==> config.mk <==
export PLATFORM = sky130hd
export DESIGN_NAME = regfile
export DESIGN_NICKNAME = d
export VERILOG_FILES = /design/src/rtl/regfile_pkg.sv /design/src/rtl/regfile_lookup.sv /design/src/rtl/regfile.sv
export SDC_FILE = /design/constraint.sdc
export NUM_CORES = 2
export LEC_CHECK = 0
export BUFFER_PORTS_ARGS = -buffer_cell sky130_fd_sc_hd__buf_2
export CELL_PAD_IN_SITES_DETAIL_PLACEMENT = 1
export CELL_PAD_IN_SITES_GLOBAL_PLACEMENT = 2
export CORE_MARGIN = 2
export CORE_UTILIZATION = 47
export DETAILED_ROUTE_END_ITERATION = 7
export GPL_TIMING_DRIVEN = 0
export PLACE_DENSITY = 0.87
export REMOVE_ABC_BUFFERS = 1
export SLEW_MARGIN = 5
export SYNTH_ARGS = -nofsm -noshare
export SYNTH_HDL_FRONTEND = slang
export SYNTH_HIERARCHICAL = 1
export SYNTH_SLANG_ARGS = --single-unit
==> constraint.sdc <==
create_clock -name clk -period 49.8 [get_ports clk]
set_input_delay 9.96 -clock clk [delete_from_list [all_inputs] [get_ports clk]]
set_output_delay 9.96 -clock clk [all_outputs]
set_load 0.02 [all_outputs]
==> src/rtl/regfile_pkg.sv <==
// Shared widths and constants for the architectural register file and its rename table.
package regfile_pkg;
    localparam int REG_NUM = 32;
    localparam int NAME_W  = 5;
    localparam int NICK_W  = 5;
    localparam int DATA_W  = 32;

    localparam logic [NICK_W-1:0] ZERO_NICK = '0;
endpackage

==> src/rtl/regfile_lookup.sv <==
// Operand select: 0-cycle combinational; returns committing data, producer nick, or stored value.
// No backpressure; outputs are valid every cycle.
module regfile_lookup
    import regfile_pkg::*;
(
    input  logic [NAME_W-1:0] regnm,
    input  logic              cm_en,
    input  logic [NAME_W-1:0] cm_regnm,
    input  logic [NICK_W-1:0] cm_nick,
    input  logic [DATA_W-1:0] cm_dt,
    input  logic              reg_busy,
    input  logic [NICK_W-1:0] reg_nick,
    input  logic [DATA_W-1:0] reg_dt,
    output logic              busy,
    output logic [NICK_W-1:0] nick,
    output logic [DATA_W-1:0] dt
);
    always_comb begin
        busy = 1'b0;
        nick = ZERO_NICK;
        dt   = '0;
        if (regnm != '0) begin
            // The producer is committing this cycle: forward its data instead of waiting.
            if (cm_en && cm_regnm == regnm && reg_busy && reg_nick == cm_nick) begin
                dt = cm_dt;
            end else if (reg_busy) begin
                busy = 1'b1;
                nick = reg_nick;
            end else begin
                dt = reg_dt;
            end
        end
    end
endmodule

==> src/rtl/regfile.sv <==
// Register file + rename table: updates at posedge when rdy, two 0-cycle operand lookups.
// rdy low freezes state; lookups keep reflecting current state.
module regfile
    import regfile_pkg::*;
(
    input  logic              clk,
    input  logic              rst,
    input  logic              rdy,
    input  logic              iclr,
    input  logic              iROB_nick_en,
    input  logic [NICK_W-1:0] iROB_nick,
    input  logic [NAME_W-1:0] iROB_nick_regnm,
    input  logic              iROB_en,
    input  logic [NAME_W-1:0] iROB_rd_regnm,
    input  logic [DATA_W-1:0] iROB_rd_dt,
    input  logic [NICK_W-1:0] iROB_rd_nick,
    input  logic [NAME_W-1:0] iDP_rs1_regnm,
    input  logic [NAME_W-1:0] iDP_rs2_regnm,
    output logic              oDP_rs1_busy,
    output logic              oDP_rs2_busy,
    output logic [NICK_W-1:0] oDP_rs1_nick,
    output logic [NICK_W-1:0] oDP_rs2_nick,
    output logic [DATA_W-1:0] oDP_rs1_dt,
    output logic [DATA_W-1:0] oDP_rs2_dt
);
    logic [DATA_W-1:0] dt_q   [REG_NUM];
    logic [NICK_W-1:0] nick_q [REG_NUM];
    logic [REG_NUM-1:0] busy_q;

    // Entry 0 is never written, so it stays at its reset value of zero.
    always_ff @(posedge clk or posedge rst) begin
        if (rst) begin
            busy_q <= '0;
            for (int i = 0; i < REG_NUM; i++) begin
                dt_q[i]   <= '0;
                nick_q[i] <= ZERO_NICK;
            end
        end else if (rdy) begin
            if (iclr) begin
                busy_q <= '0;
                for (int i = 0; i < REG_NUM; i++) nick_q[i] <= ZERO_NICK;
            end
            if (iROB_en && iROB_rd_regnm != '0) begin
                dt_q[iROB_rd_regnm] <= iROB_rd_dt;
                if (!iclr && busy_q[iROB_rd_regnm] && nick_q[iROB_rd_regnm] == iROB_rd_nick) begin
                    busy_q[iROB_rd_regnm] <= 1'b0;
                    nick_q[iROB_rd_regnm] <= ZERO_NICK;
                end
            end
            // Placed last so a same-cycle rename overrides the commit's busy clear.
            if (iROB_nick_en && iROB_nick_regnm != '0 && !iclr) begin
                busy_q[iROB_nick_regnm] <= 1'b1;
                nick_q[iROB_nick_regnm] <= iROB_nick;
            end
        end
    end

    regfile_lookup u_rs1 (
        .regnm    (iDP_rs1_regnm),
        .cm_en    (iROB_en),
        .cm_regnm (iROB_rd_regnm),
        .cm_nick  (iROB_rd_nick),
        .cm_dt    (iROB_rd_dt),
        .reg_busy (busy_q[iDP_rs1_regnm]),
        .reg_nick (nick_q[iDP_rs1_regnm]),
        .reg_dt   (dt_q[iDP_rs1_regnm]),
        .busy     (oDP_rs1_busy),
        .nick     (oDP_rs1_nick),
        .dt       (oDP_rs1_dt)
    );

    regfile_lookup u_rs2 (
        .regnm    (iDP_rs2_regnm),
        .cm_en    (iROB_en),
        .cm_regnm (iROB_rd_regnm),
        .cm_nick  (iROB_rd_nick),
        .cm_dt    (iROB_rd_dt),
        .reg_busy (busy_q[iDP_rs2_regnm]),
        .reg_nick (nick_q[iDP_rs2_regnm]),
        .reg_dt   (dt_q[iDP_rs2_regnm]),
        .busy     (oDP_rs2_busy),
        .nick     (oDP_rs2_nick),
        .dt       (oDP_rs2_dt)
    );
endmodule

==> run_results.csv <==
group,metric,value,unit
timing,tightestPinTransition,1.44,ns
timing,setup_ws,25.00,ns
timing,final_max_slew_viol_count,0,
synth,netlist_instances,4734,
clocking,ctsHoldBuffers,0,
synth,netlist_area,69300,sq um
routing,drc,0,
synth,synth_top_area_share,43.9,%
layout,final_core_util,53.5,%
routing,routedWlPerCell,37.4,um
die,initial_core_util,47.5,%
layout,area_growth_syn_to_layout,12.8,%
die,fp.dieW,388,um
setup_path,rrSetupSlack,46.03,ns
timing,relSlewSlack,3.32,%
timing,rsz0062_at_grt,"false",
clocking,clk_path_buf_depth,3,
synth,yosysWarnings,6,
routing,drt_iter0_markers,5103,
timing,hold_violations,0,
pwr,ir_worst_vdd,0.0392,mV
timing,period_minus_slack,24.80,ns
clocking,cts-resized-gates,0,
setup_path,path_cells,"buf_8, buf_16, buf_16, mux4_2, mux4_2, mux2_2, xor2_1, nor4_2, nand2_4, buf_16, o21ai_2, buf_2",
global_routing,grt_max_degree,125,
synth,ys_ff_latch,1216,
synth,synthSimpleGateAreaFrac,3.36,%
layout,drive_above_1_share,53.1,%
setup_path,cp.arrival,14.84,ns
routing,drt_pass1_iterations,6,
setup_path,endpoint,"oDP_rs2_dt[24]",
global_routing,grt-busiest-layer,"met2",
routing,postRouteAntennaNets,0,
die,fp-row-count,140,
setup_path,path_depth,12,
run_status,outcome,"complete, no violations",
pwr,pwr_density_cell,37.3,nW/um^2
die,core_area,146000,sq um
synth,synth_edf_count,0,
global_routing,grt_use_total,33.0,%
place,io_buffers,143,
clocking,cts_buffers,136,
synth,ys_types,62,
global_routing,grtUsageMet3,7.37,%
global_routing,grt_pass1_wl,366,mm
routing,via_per_inst,7.18,
place,preCtsSetupSlack,25.15,ns
setup_path,reg2reg_from,"nick_q[71]$_DFFE_PP0P_",
routing,vias,47438,
global_routing,antenna_found_initial,8,
synth,avgSynthCellArea,14.6,sq um
synth,synth_xor_area_share,0.253,%
synth,synth_compound_area_share,5.79,%
setup_path,worstSetupStartpoint,"iDP_rs2_regnm[1]",
setup_path,path_buf_inv,5,
global_routing,grt_pass1_vias,51364,
setup_path,critPathKind,"input port to primary output",
synth,yosysSeqAreaShare,43.9,%
synth,synth_area_leaders,"dfrtp_1, mux4_2, mux2_2",
global_routing,met1_usage,43.2,%
setup_path,critPathTopFamily,"buffers and inverters",
clocking,htreeDepth,4,
min_path,hold_path.class,"register to register",
clocking,clk_latency,0.78,ns
synth,ys.flop_type,"dfrtp_1",
die,dieArea,151000,sq um
timing,post-route-period-util,49.8,%
synth,muxShareOfSynthArea,43.5,%
routing,wl,247,mm
setup_path,slowest_stage,"mux4_2",
setup_path,cp_data_required_time,39.84,ns
setup_path,max_stage_delay,0.52,ns
clocking,cts_tree,"done",
clocking,clk_pin_slew,0.06,ns
synth,async_reset_ff_share,100,%
layout,nets,4652,
die,die_h,388,um
synth,yosysTopAreaCell,"dfrtp_1",
synth,synth_top_family_by_area,"multiplexers",
timing,final.setup.tns,0,ns
place,place_congestion,0.918,
setup_path,start_kind,"input port",
timing,skew,0.0177,ns
timing,fmax,0.0403,GHz
flow_run,max_cap_viol_count,0,
global_routing,overflow,0,
global_routing,use_met2,51.8,%
clocking,root_buffer,"clkbuf_16",
setup_path,worstReg2RegEnd,"nick_q[92]$_DFFE_PP0P_",
min_path,whs_path_depth,0,
setup_path,cpMostUsedCell,"buf_16",
place,hpwlAfterDp,148,mm
die,pin_count,144,
pwr,p_leak,33.2,nW
synth,synth_fa_ha_area_share,0,%
setup_path,path_max_fanout,90,
layout,n_fill_cell,13513,
timing,setup_violations,0,
clocking,post_cts_buffers,0,
setup_path,worst_setup_path_end_kind,"primary output",
setup_path,worst-r2r-cell-count,8,
clocking,numClockSinks,1216,
## synthesized netlist by cell type (12+ instances only)
cell and instances:
a31o_1 45, nand2_1 185, o211ai_1 28, nor2_1 112, buf_6 14, nor2b_1 17, a22oi_1 12, o21ai_2 60
mux2_2 1068, a21oi_1 80, dfrtp_1 1216, mux2i_1 80, o31a_1 15, o2bb2ai_1 101, a31o_2 50, buf_2 28
xor2_1 20, o21ai_0 65, mux4_2 768, clkbuf_1 417, o22ai_1 42, nand3_1 85, buf_1 82, and2_1 12
## layer usage
metal | share of wire, % | wire length [um] | vias to the layer above
met4 | 6.1 | 15100 | 10
met5 | 0.022 | 54 | -
li1 | - | - | 18271
met3 | 8.9 | 22000 | 818
met1 | 38 | 93800 | 25688
met2 | 47 | 116000 | 2651
## state kept, by name (all words and copies together) (netlist names)
name	flops
nick_q	160
dt_q	1024
busy_q	32
## stage by stage
| step | hold WS [ns] | total power (W) | cells | cell area, sq um |
|---|---|---|---|---|
| detailed placement | 0.384 | 0.00182 | 6363 | 73400 |
| floorplan | 0.365 | 0.00159 | 4188 | 67100 |
| global placement | 0.376 | 0.00179 | 6248 | 70200 |
| global route | 0.408 | 0.00301 | 6605 | 78200 |
| finish | 0.392 | 0.00292 | 6606 | 78200 |
| CTS | 0.397 | 0.00292 | 6605 | 78200 |
## how the worst min path moves through the flow
stage,startpoint,endpoint
global placement,dt_q[1000]$_DFFE_PP0P_,dt_q[1000]$_DFFE_PP0P_
global route,dt_q[1009]$_DFFE_PP0P_,dt_q[1009]$_DFFE_PP0P_
finish,dt_q[995]$_DFFE_PP0P_,dt_q[995]$_DFFE_PP0P_
detailed placement,dt_q[1023]$_DFFE_PP0P_,dt_q[1023]$_DFFE_PP0P_
floorplan,dt_q[1000]$_DFFE_PP0P_,dt_q[1000]$_DFFE_PP0P_
CTS,dt_q[1009]$_DFFE_PP0P_,dt_q[1009]$_DFFE_PP0P_
## final cells by class
type | instances | area, sq um | area share (%)
multi-input combinational | 2960 | 37000 | 47.3
sequential | 1216 | 30400 | 38.9
clock buffer | 194 | 4000 | 5.11
timing repair buffer | 258 | 3590 | 4.59
tap | 1917 | 2400 | 3.07
clock inverter | 48 | 742 | 0.949
inverter | 12 | 60.1 | 0.0768
antenna | 1 | 2.50 | 0.00320
## logic make-up (layout without fill, tap and decap cells)
kind of cell,Yosys count,count (layout)
flops,1216,1216
simple gates,482,482
xor+xnor,20,20
mux,1916,1916
other cells,0,1
compound gates,542,542
buf+inv,558,512
## placed cells by master, fill, tap and decap left out, drive strengths merged, types with 85 or more instances in the layout
| cell | netlist | routed |
|---|---|---|
| dfrtp | 1216 | 1216 |
| o2bb2ai | 101 | 101 |
| a31o | 95 | 95 |
| mux4 | 768 | 768 |
| nand3 | 85 | 85 |
| o21ai | 136 | 136 |
| clkbuf | 417 | 194 |
| nor2 | 112 | 112 |
| mux2 | 1068 | 1068 |
| nand2 | 187 | 187 |
| buf | 129 | 258 |
## power by group
part           switching, W  internal, W
registers          0.000127      0.00112
logic              0.000273     0.000313
clock network      0.000451     0.000636
total              0.000851      0.00207
## worst register-to-register path, stage by stage (launching register included)
cell      delay [ns]
dfrtp_1         0.44
mux2i_1         0.40
o22ai_1         0.21
nor4_1          0.45
a21oi_1         0.19
nor3_2          0.39
nand4b_4        0.62
o31ai_2         0.72
o21ai_0         0.21
No activity file was read; power rests on OpenSTA's default activity.
